**src/rtl/teclado_matriz_scanner.sv**
```systemverilog
// rtl/teclado_matriz_scanner.sv - key matrix row scanner with per-key debounce and press pulses
module teclado_matriz_scanner #(
    parameter int ROWS     = 2,
    parameter int COLS     = 3,
    parameter int SCAN_DIV = 4,
    parameter int DEBOUNCE = 3
) (
    input  logic                 i_clk,
    input  logic                 i_rst,
    input  logic [COLS-1:0]      i_colunas_teclado,
    output logic [ROWS-1:0]      o_linhas_teclado,
    output logic [ROWS*COLS-1:0] o_botoes_estado,
    output logic [ROWS*COLS-1:0] o_botoes_pulso,
    output logic                 o_quadro_fim
);

    localparam int KEYS = ROWS * COLS;
    localparam int RW   = (ROWS > 1) ? $clog2(ROWS) : 1;
    localparam int DW   = (SCAN_DIV > 1) ? $clog2(SCAN_DIV) : 1;
    localparam int CW   = $clog2(DEBOUNCE + 1);

    logic [COLS-1:0] r_sync1;
    logic [COLS-1:0] r_sync2;
    logic [RW-1:0]   r_row;
    logic [DW-1:0]   r_div;
    logic            r_active;
    logic [ROWS-1:0] r_linhas;
    logic [KEYS-1:0] r_estado;
    logic [KEYS-1:0] r_pulso;
    logic            r_quadro;
    logic [CW-1:0]   r_deb [KEYS];

    logic            w_sample;
    logic            w_last_row;
    logic [RW-1:0]   w_row_next;
    logic [KEYS-1:0] w_estado_next;
    logic [KEYS-1:0] w_pulso_next;
    logic [CW-1:0]   w_deb_next [KEYS];

    assign w_sample   = r_active && (r_div == DW'(SCAN_DIV - 1));
    assign w_last_row = (r_row == RW'(ROWS - 1));
    assign w_row_next = w_last_row ? '0 : r_row + 1'b1;

    // Only the keys of the row being sampled move; everything else holds.
    always_comb begin
        w_estado_next = r_estado;
        w_pulso_next  = '0;
        for (int k = 0; k < KEYS; k++) begin
            w_deb_next[k] = r_deb[k];
        end
        for (int r = 0; r < ROWS; r++) begin
            for (int c = 0; c < COLS; c++) begin
                if (w_sample && (r_row == RW'(r))) begin
                    if ((~r_sync2[c]) == r_estado[r*COLS+c]) begin
                        w_deb_next[r*COLS+c] = '0;
                    end else if (r_deb[r*COLS+c] == CW'(DEBOUNCE - 1)) begin
                        w_estado_next[r*COLS+c] = ~r_sync2[c];
                        w_pulso_next[r*COLS+c]  = ~r_sync2[c];
                        w_deb_next[r*COLS+c]    = '0;
                    end else begin
                        w_deb_next[r*COLS+c] = r_deb[r*COLS+c] + 1'b1;
                    end
                end
            end
        end
    end

    always_ff @(posedge i_clk or negedge i_rst) begin
        if (!i_rst) begin
            r_sync1  <= '1;
            r_sync2  <= '1;
            r_row    <= '0;
            r_div    <= '0;
            r_active <= 1'b0;
            r_linhas <= '1;
            r_estado <= '0;
            r_pulso  <= '0;
            r_quadro <= 1'b0;
            r_deb    <= '{default: '0};
        end else begin
            r_sync1  <= i_colunas_teclado;
            r_sync2  <= r_sync1;
            r_estado <= w_estado_next;
            r_pulso  <= w_pulso_next;
            r_deb    <= w_deb_next;
            r_quadro <= w_sample && w_last_row;
            if (!r_active) begin
                // First edge out of reset starts driving row 0.
                r_active <= 1'b1;
                r_linhas <= ~ROWS'(1);
            end else if (w_sample) begin
                r_div    <= '0;
                r_row    <= w_row_next;
                r_linhas <= ~(ROWS'(1) << w_row_next);
            end else begin
                r_div <= r_div + 1'b1;
            end
        end
    end

    assign o_linhas_teclado = r_linhas;
    assign o_botoes_estado  = r_estado;
    assign o_botoes_pulso   = r_pulso;
    assign o_quadro_fim     = r_quadro;

endmodule
```
**config.mk**
```make
export PLATFORM = sky130hd
export DESIGN_NAME = teclado_matriz_scanner
export DESIGN_NICKNAME = d
export VERILOG_FILES = /design/src/rtl/teclado_matriz_scanner.sv
export SDC_FILE = /design/constraint.sdc
export NUM_CORES = 1
export LEC_CHECK = 0
export ABC_AREA = 1
export BUFFER_PORTS_ARGS = -buffer_cell sky130_fd_sc_hd__buf_2
export CELL_PAD_IN_SITES_DETAIL_PLACEMENT = 1
export CELL_PAD_IN_SITES_GLOBAL_PLACEMENT = 2
export CORE_AREA = 2 2 74 76
export DETAILED_ROUTE_END_ITERATION = 10
export DIE_AREA = 0 0 76 78
export PLACE_DENSITY = 0.78
export RECOVER_POWER = 50
export SYNTH_ARGS = -nofsm -noshare
export SYNTH_HDL_FRONTEND = slang
export SYNTH_SLANG_ARGS = --single-unit
```
**constraint.sdc**
```tcl
create_clock -name i_clk -period 1.32 [get_ports i_clk]
set_clock_uncertainty 0.15 [all_clocks]
set_input_delay 0.264 -clock i_clk [delete_from_list [all_inputs] [get_ports i_clk]]
set_output_delay 0.264 -clock i_clk [all_outputs]
set_load 0.1 [all_outputs]
```
==> run_results.csv, run 1 <==
group,metric,value,unit
power,pwr-share-comb,0.410,
floorplanning,num_rows,26,
yosys,syn_avg_cell_area,9.208,µm²
final_layout,mostFrequentLayoutCell,"nand2_1",
timing,drv_slew,0,
status,violations,"negative setup slack",
routing,vias,1193,
timing,finalCritPeriodShare,1.087,
global_routing,antenna_found_initial,0,
final_layout,layout.nets,216,
power,p_int,2.462,mW
yosys,synth_area_leader_cell,"dfrtp_1",
yosys,syn_nets,173,
power,p_clk_frac,0.185,
global_routing,grt_start_max_net_pins,27,
placed_design,gp_congestion,0.7262,
timing,layout_setup_ws,-0.1154,ns
power,p_seq_frac,0.405,
global_routing,grt_use_total,0.1223,
worst_setup_path,worst_path_max_delay_cell,"dfstp_2",
worst_setup_path,max_stage_delay,0.56,ns
routing,post_drt_wl_per_cell,11.26,µm
run,cap_violations,0,
routing,drt_iter0_drc,34,
worst_setup_path,crit_arrival,1.02,ns
timing,slew_headroom,0.5329,
timing,finalHoldViolCount,0,
floorplanning,num_io_pins,20,
timing,hold_ws,0.2082,ns
worst_setup_path,path_class,"reg2out",
worst_setup_path,cp_num_buf_inv,1,
yosys,synthDistinctLibCells,17,
floorplanning,die-width,76,µm
routing,via_per_inst,4.246,
clock_tree,ctsRootBufferMaster,"clkbuf_8",
global_routing,grt_overflow,0,
floorplanning,dieArea,5928,µm²
status,status,"finished with violations",
power,switchingPower,1.621,mW
yosys,synthTopCellsByArea,"dfrtp_1 47%, dfstp_2 14%, nand2_1 13%",
power,p_per_area,1781,nW/µm²
routing,drc,0,
clock_tree,cts_buffers,5,
final_layout,syn2layout_area_growth,49.06,%
final_layout,fin_cells,281,
worst_setup_path,path_max_fanout,2,
floorplanning,coreArea,5042,µm²
floorplanning,die_y,78,µm
placed_design,dpl.cell_count,260,
routing,drt-total-wl,3.164,mm
placed_design,hpwlAfterDp,2.207,mm
yosys,synth_cells,167,
floorplanning,start_util,0.3050,
yosys,ys_seq_area_frac,0.6086,
timing,setup_viol,20,
yosys,ys_warn_count,0,
power,swShare,0.3971,
worst_setup_path,endpoint_kind,"primary output",
placed_design,placed_area,2006,µm²
worst_setup_path,required,0.91,ns
placed_design,io_buffer_count,19,
clock_tree,cts_tree,"yes",
routing,dr.pass1.iters,4,
final_layout,drive_gt1_frac,0.3318,
timing,rsz0062_at_grt,"true",
routing,postRouteAntennaNets,0,
global_routing,grt_pass1_wl,5.816,mm
worst_hold_path,hold_path_class,"reg2reg",
global_routing,grt_pass1_vias,1347,
worst_setup_path,start_kind,"flop",
final_layout,postLayoutCellArea,2292,µm²
clock_tree,clk_pin_slew,0.07,ns
yosys,synth-seq-cells,37,
clock_tree,cts.sinks,37,
worst_setup_path,path_delay_family,"flip-flops",
clock_tree,clk_path_buf_depth,2,
yosys,syn-cell-area,1538,µm²
final_layout,layout_common_cells,"50 x nand2_1, 26 x inv_1, 23 x dfrtp_1",
power,power,4.083,mW
timing,max_freq,696.7,MHz
power,leakage,1.133,nW
yosys,post-synth-top-area-fraction,0.4719,
final_layout,antennaDiodeCount,0,
power,irDropWorstVdd,1.042,mV
worst_setup_path,cp_cell_sequence,"buf_12",
timing,min_period,1.435,ns
clock_tree,insertion_delay,0.29,ns
clock_tree,htreeDepth,2,
timing,worst_pin_slew,0.7007,ns
==> logic make-up (layout without fill, tap and decap cells) <==
kind of cell | Yosys count | in the layout | share of synthesized area
xor gates and xnor gates | 3 | 3 | 0.01709
buffers and inverters | 31 | 75 | 0.08543
other | 1 | 1 | 0.002439
adders and majority gates | 1 | 1 | 0.008135
and+or+nand+nor | 86 | 86 | 0.2465
AOI/OAI and AO/OA | 8 | 8 | 0.03173
DFF | 37 | 37 | 0.6086
==> cells in the mapped netlist <==
cell / n
a22o_1: 1
nand3_1: 7
nor2_4: 2
xnor2_1: 3
inv_2: 1
ha_1: 1
buf_6: 2
conb_1: 1
nand2_2: 1
o21ai_0: 3
nand4_1: 12
inv_1: 28
nor2_1: 12
nand2_1: 52
dfstp_2: 8
o22ai_1: 4
dfrtp_1: 29
==> final cells by class <==
cell class                 count  area, µm²
clock buffer                   6      72.57
sequential                    37      948.4
timing repair buffer          38      511.7
tap                           70      87.58
clock inverter                 2      10.01
inverter                      29      111.4
multi-input combinational     99      550.5
fill                         556       2750
==> worst paths after layout <==
path,start,endpoint,slack (ns),depth (start not counted)
setup / recovery,o_linhas_teclado[0],o_linhas_teclado[0],-0.12,1
hold / removal,r_sync1[0],r_sync2[0],0.21,0
setup reg to reg,r_div[1],r_deb[11],-0.07,7
hold reg to reg,r_sync1[0],r_sync2[0],0.21,0
max in group asynchronous,i_rst,r_sync2[0],-0.02,3
min in group asynchronous,i_rst,r_deb[7],0.38,2
==> routing by layer <==
metal | global-route usage | up-vias | wire, µm
li1 | - | 604 | -
met1 | 0.1385 | 569 | 1440
met2 | 0.2223 | 16 | 1600
met3 | 0.03605 | 4 | 85
met4 | 0.03818 | 0 | 38
met5 | 0 | - | 0
==> timing repair <==
item / in CTS / in global routing
endpoints found under the setup margin: 33 / 36
hold endpoints to repair: 34 / 0
cloned: 1 / 0
buffers inserted: 6 / 2
gates resized for setup: 23 / 2
hold buffers: 4 / 0
pin swaps: 8 / 6
==> registers in the layout (all words and copies together) (netlist names), 2 cells and up <==
name and count:
o_botoes_pulso 6, r_sync2 3, r_sync1 3, r_div 2, o_linhas_teclado 2, r_deb 12
o_botoes_estado 6
==> per-stage QoR <==
stage            TNS, ns  setup slack [ns]  utilization
2_1_floorplan  -0.007912         -0.007912            -
3_3_place_gp     -0.3902          -0.04032       0.3978
3_5_place_dp     -0.7783          -0.06279       0.3978
4_1_cts           -1.472           -0.1390       0.4484
5_1_grt           -5.225           -0.1818       0.4546
6_report         -0.8353           -0.1154       0.4546
==> power by group through the flow <==
| stage | registers, mW | clock network, mW | logic (mW) |
|---|---|---|---|
| 3_5_place_dp | 1.69 | 0 | 1.39 |
| 3_3_place_gp | 1.68 | 0 | 1.36 |
| 2_1_floorplan | 2.05 | 0 | 0.528 |
| 4_1_cts | 1.64 | 0.809 | 1.63 |
| 5_1_grt | 1.70 | 0.840 | 1.83 |
| 6_report | 1.65 | 0.756 | 1.67 |
No activity file was read; power rests on OpenSTA's default activity.
==> run 2: changes to the inputs <==
--- a/config.mk
+++ b/config.mk
@@ -6,12 +6,12 @@
 export NUM_CORES = 1
 export LEC_CHECK = 0
 export ABC_AREA = 1
-export BUFFER_PORTS_ARGS = -buffer_cell sky130_fd_sc_hd__buf_2
 export CELL_PAD_IN_SITES_DETAIL_PLACEMENT = 1
 export CELL_PAD_IN_SITES_GLOBAL_PLACEMENT = 2
-export CORE_AREA = 2 2 74 76
+export CORE_AREA = 2 2 71 73
 export DETAILED_ROUTE_END_ITERATION = 10
-export DIE_AREA = 0 0 76 78
+export DIE_AREA = 0 0 73 75
+export DONT_BUFFER_PORTS = 1
 export PLACE_DENSITY = 0.78
 export RECOVER_POWER = 50
 export SYNTH_ARGS = -nofsm -noshare
==> run 2 against run 1 <==
Net effect: the flow still finishes with violations (negative setup slack); highest routed layer unchanged; critical path type unchanged; core utilization grew 3.9 points; largest power group unchanged; die area shrank 7.6%; sequential cell count is the same; largest cell class unchanged; register-to-register slack lost 0.03 ns; critical endpoint unchanged; cell count shrank 6.0%; maximum frequency shrank 0.28%; non-clock buffer count shrank 1; routed wire length grew 19%; critical path depth is the same; count of clock-buffer cells in the layout is the same.
==> run_results.csv, run 2 (synthesized netlist as in run 1, its figures left out) <==
group,metric,value,unit
status,status,"finished with violations",
status,violations,"negative setup slack",
power,switchingPower,1.739,mW
final_layout,mostFrequentLayoutCell,"nand2_1",
worst_setup_path,crit_arrival,1.03,ns
placed_design,dpl.cell_count,240,
power,swShare,0.4135,
timing,worst_pin_slew,0.5201,ns
power,leakage,1.139,nW
floorplanning,die-width,73,µm
clock_tree,cts.sinks,37,
worst_setup_path,path_class,"reg2out",
timing,setup_viol,24,
worst_setup_path,rrSetupSlack,-0.10,ns
timing,drv_slew,0,
routing,drc,0,
routing,post_drt_wl_per_cell,14.29,µm
worst_setup_path,path_max_fanout,2,
clock_tree,ctsRootBufferMaster,"clkbuf_8",
worst_hold_path,hold_path_class,"reg2reg",
timing,min_period,1.439,ns
timing,layout_setup_ws,-0.1194,ns
power,irDropWorstVdd,0.7617,mV
worst_setup_path,worst_path_max_delay_cell,"dfstp_2",
floorplanning,die_y,75,µm
placed_design,hpwlAfterDp,2.422,mm
global_routing,grt_use_total,0.1595,
final_layout,largest_reg_flops,12,
timing,finalHoldViolCount,0,
floorplanning,start_util,0.3299,
timing,finalSetupTns,-1.462,ns
power,pwr-share-comb,0.417,
floorplanning,num_io_pins,20,
timing,slew_headroom,0.6533,
final_layout,layout.nets,215,
final_layout,postLayoutCellArea,2302,µm²
worst_setup_path,max_stage_delay,0.55,ns
power,p_clk_frac,0.187,
routing,via_per_inst,4.845,
final_layout,fin_cells,264,
worst_setup_path,path_delay_family,"flip-flops",
power,p_per_area,1827,nW/µm²
global_routing,grt_overflow,0,
floorplanning,coreArea,4661,µm²
power,power,4.206,mW
clock_tree,clk_path_buf_depth,2,
final_layout,regArea,948.4,µm²
routing,vias,1279,
final_layout,syn2layout_area_growth,49.72,%
final_layout,layout_common_cells,"47 x nand2_1, 25 x inv_1, 23 x dfrtp_1",
floorplanning,dieArea,5475,µm²
worst_setup_path,cp_cell_sequence,"buf_12",
timing,finalCritPeriodShare,1.090,
placed_design,placed_area,1916,µm²
floorplanning,num_rows,25,
clock_tree,cts_tree,"yes",
final_layout,drive_gt1_frac,0.3857,
final_layout,antennaDiodeCount,0,
routing,drt_iter0_drc,50,
final_layout,nFillCells,506,
routing,drt-total-wl,3.772,mm
global_routing,antenna_found_initial,0,
final_layout,top_register,"r_deb",
routing,dr.pass1.iters,4,
power,p_seq_frac,0.396,
worst_setup_path,cp_num_buf_inv,1,
placed_design,gp_congestion,0.7238,
timing,rsz0062_at_grt,"true",
power,p_int,2.467,mW
global_routing,grt_pass1_wl,6.382,mm
run,cap_violations,0,
worst_setup_path,required,0.91,ns
global_routing,grt_pass1_vias,1400,
clock_tree,insertion_delay,0.30,ns
final_layout,multi_input_area,593.1,µm²
placed_design,io_buffer_count,0,
timing,max_freq,694.7,MHz
global_routing,grt_start_max_net_pins,38,
clock_tree,htreeDepth,2,
timing,hold_ws,0.2076,ns
routing,postRouteAntennaNets,0,
clock_tree,cts_buffers,5,
worst_setup_path,endpoint_kind,"primary output",
clock_tree,clk_pin_slew,0.07,ns
worst_setup_path,start_kind,"flop",
## run 2: layout make-up
class                      instances  share of cell area
clock buffer                       6             0.03152
sequential                        37              0.4120
timing repair buffer              37              0.2179
multi-input combinational         99              0.2576
tap                               54             0.02935
inverter                          29             0.04728
clock inverter                     2            0.004348
## run 2: timing repair
| item | in CTS | in global routing |
|---|---|---|
| buffers inserted | 9 | 3 |
| resized for setup | 36 | 12 |
| endpoints found under the setup margin | 32 | 38 |
| hold endpoints to repair | 40 | 0 |
| hold buffers | 5 | 0 |
| pin swaps | 14 | 11 |
| gates cloned | 1 | 0 |
## run 2: final timing paths
| path | start | end | depth (start not counted) |
|---|---|---|---|
| worst max-delay path | o_linhas_teclado[0] | o_linhas_teclado[0] | 1 |
| worst min-delay path | r_sync1[0] | r_sync2[0] | 0 |
| worst max register to register | r_div[0] | o_botoes_estado[0] | 7 |
| worst min register to register | r_sync1[0] | r_sync2[0] | 0 |
| max in group asynchronous | i_rst | o_botoes_estado[3] | 2 |
| min in group asynchronous | i_rst | o_botoes_pulso[5] | 2 |
## run 2: per-stage QoR
step                      utilization  worst slack [ns]
after floorplan                     -         -0.007912
after global placement         0.4110          -0.04226
after detailed placement       0.4110           -0.1565
after CTS                      0.4878           -0.1327
after global routing           0.4940           -0.1970
final                          0.4940           -0.1194
## run 2: power by group through the flow
| stage | logic [mW] | clock network (mW) | registers, mW |
|---|---|---|---|
| floorplan | 0.528 | 0 | 2.05 |
| global placement | 1.26 | 0 | 1.65 |
| detailed placement | 1.32 | 0 | 1.68 |
| CTS | 1.69 | 0.811 | 1.65 |
| global route | 1.90 | 0.854 | 1.70 |
| finish | 1.75 | 0.787 | 1.67 |
## run 2: metal layers
layer | global-route usage | share of wire
met5 | 0 | 0
met4 | 0.08025 | 0.038
met3 | 0.06024 | 0.035
met2 | 0.2753 | 0.54
met1 | 0.1718 | 0.38
==> run 3: changes to the inputs <==
--- a/config.mk
+++ b/config.mk
@@ -12,7 +12,7 @@
 export DETAILED_ROUTE_END_ITERATION = 10
 export DIE_AREA = 0 0 73 75
 export DONT_BUFFER_PORTS = 1
-export PLACE_DENSITY = 0.78
+export PLACE_DENSITY_LB_ADDON = 0.1
 export RECOVER_POWER = 50
 export SYNTH_ARGS = -nofsm -noshare
 export SYNTH_HDL_FRONTEND = slang
==> run 3 against run 2 <==
Net effect: the flow still finishes with violations (negative setup slack); design area down 0.16%; count of clock-buffer cells in the layout up 2; sequential power about the same; critical path depth unchanged; via count down 3.7%; die area unchanged; first-iteration DRC count down 74%; maximum frequency up 1.0%; critical endpoint is now o_linhas_teclado[1]; largest cell class unchanged.
==> run_results.csv, run 3 (synthesized netlist as in run 1, its figures left out) <==
group,metric,value,unit
global_routing,grt.met1_usage,0.1789,
global_routing,met3_usage,0.04819,
global_routing,grt_use_met2,0.2503,
final_layout,top_register,"r_deb",
timing,max_freq,702.0,MHz
timing,drv_slew,0,
floorplanning,coreArea,4661,µm²
global_routing,grt_start_max_net_pins,38,
floorplanning,num_rows,25,
routing,via_per_inst,4.667,
worst_setup_path,cp_num_buf_inv,1,
final_layout,nFillCells,522,
routing,drc,0,
clock_tree,htreeDepth,2,
routing,postRouteAntennaNets,0,
final_layout,syn2layout_area_growth,49.47,%
routing,vias,1232,
worst_setup_path,cp_cell_sequence,"buf_12",
clock_tree,insertion_delay,0.28,ns
worst_hold_path,hold_path_class,"reg2reg",
worst_setup_path,path_delay_family,"flip-flops",
routing,dr.pass1.iters,3,
worst_setup_path,start_kind,"flop",
clock_tree,clk_path_buf_depth,2,
worst_setup_path,path_class,"reg2out",
power,power,4.166,mW
worst_setup_path,path_max_fanout,2,
power,irDropWorstVdd,1.018,mV
worst_setup_path,endpoint_kind,"primary output",
global_routing,top_usage_layer,"met2",
floorplanning,start_util,0.3299,
worst_setup_path,cp.depth,1,
final_layout,layout.nets,215,
floorplanning,die_y,75,µm
worst_setup_path,worst_path_max_delay_cell,"dfstp_2",
global_routing,grt_use_total,0.1497,
placed_design,placed_area,1928,µm²
floorplanning,die-width,73,µm
worst_setup_path,r2r_cells,7,
placed_design,io_buffer_count,0,
routing,drt_iter0_drc,13,
clock_tree,ctsRootBufferMaster,"clkbuf_8",
routing,post_drt_wl_per_cell,13.38,µm
placed_design,hpwlAfterDp,2.285,mm
timing,finalCritPeriodShare,1.079,
final_layout,antennaDiodeCount,0,
timing,layout_setup_ws,-0.1046,ns
placed_design,gp_congestion,0.7310,
worst_setup_path,required,0.91,ns
timing,min_period,1.425,ns
timing,rsz0062_at_grt,"true",
floorplanning,dieArea,5475,µm²
clock_tree,clk_pin_slew,0.07,ns
global_routing,grt_pass1_wl,6.106,mm
run,cap_violations,0,
final_layout,postLayoutCellArea,2298,µm²
global_routing,grt_pass1_vias,1320,
worst_setup_path,crit_arrival,1.01,ns
worst_hold_path,hold_depth,0,
status,status,"finished with violations",
global_routing,grt_overflow,0,
timing,setup_viol,24,
final_layout,largest_reg_flops,12,
power,p_per_area,1813,nW/µm²
floorplanning,num_io_pins,20,
clock_tree,cts.sinks,37,
clock_tree,cts_buffers,5,
final_layout,regArea,948.4,µm²
timing,finalHoldViolCount,0,
final_layout,mostFrequentLayoutCell,"nand2_1",
power,leakage,1.134,nW
timing,slew_headroom,0.6561,
routing,drt-total-wl,3.533,mm
worst_setup_path,max_stage_delay,0.55,ns
status,violations,"negative setup slack",
global_routing,antenna_found_initial,0,
final_layout,layout_common_cells,"50 x nand2_1, 26 x inv_1, 23 x dfrtp_1",
timing,worst_pin_slew,0.5159,ns
final_layout,drive_gt1_frac,0.3619,
final_layout,multi_input_area,584.3,µm²
clock_tree,cts_tree,"yes",
==> run 3: area by class of cell <==
class	count	share of cell area
clock buffers	8	0.03484
inverters	29	0.04845
multi-input cells	99	0.2542
flip-flops and latches	37	0.4126
well taps	54	0.02940
repair buffers	37	0.2205
==> run 3: power by group <==
group | total, mW | internal (mW) | switching (mW)
Sequential | 1.66 | 1.42 | 0.239
Combinational | 1.75 | 0.695 | 1.05
Clock | 0.758 | 0.375 | 0.382
Total | 4.17 | 2.49 | 1.67
==> run 3: path summary, 6_finish.rpt <==
check,end,start,slack [ns]
worst max-delay path,o_linhas_teclado[1],o_linhas_teclado[1],-0.10
worst min-delay path,r_sync2[1],r_sync1[1],0.21
worst max register to register,o_botoes_estado[1],r_div[0],-0.08
worst min register to register,r_sync2[1],r_sync1[1],0.21
max in group asynchronous,o_botoes_estado[3],i_rst,0.22
min in group asynchronous,r_deb[4],i_rst,0.40
==> run 3: what timing repair did <==
item / 4_1_cts / 5_1_grt
setup buffers: 6 / 5
pin swaps: 12 / 6
endpoints found under the setup margin: 31 / 34
gates cloned: 0 / 0
hold buffers: 5 / 0
endpoints found under the hold margin: 40 / 0
gates resized for setup: 29 / 12
==> run 3: worst reg2reg max path: stages (launching register included) <==
cell	delay, ns
dfrtp_1	0.41
ha_4	0.17
nand2_4	0.07
nor2_4	0.15
buf_6	0.15
nand3_2	0.07
nand2_1	0.07
nand2_1	0.04
==> run 3: stage by stage <==
| stage | instances | util | setup TNS [ns] | setup slack, ns | hold slack [ns] |
|---|---|---|---|---|---|
| finish | 264 | 0.4932 | -1.024 | -0.1046 | 0.2081 |
| floorplan | 167 | - | -0.007912 | -0.007912 | -0.1816 |
| CTS | 259 | 0.4792 | -0.9180 | -0.1164 | 0.2095 |
| global route | 264 | 0.4932 | -3.428 | -0.1758 | 0.2110 |
| global placement | 240 | 0.4137 | -0.1422 | -0.02735 | -0.1807 |
| detailed placement | 240 | 0.4137 | -1.041 | -0.09714 | -0.1805 |
==> run 3: per-layer routing <==
layer / share of wire / vias to the layer above
li1: - / 603
met1: 0.43 / 605
met2: 0.51 / 18
met3: 0.038 / 6
met4: 0.017 / 0
met5: 0 / -
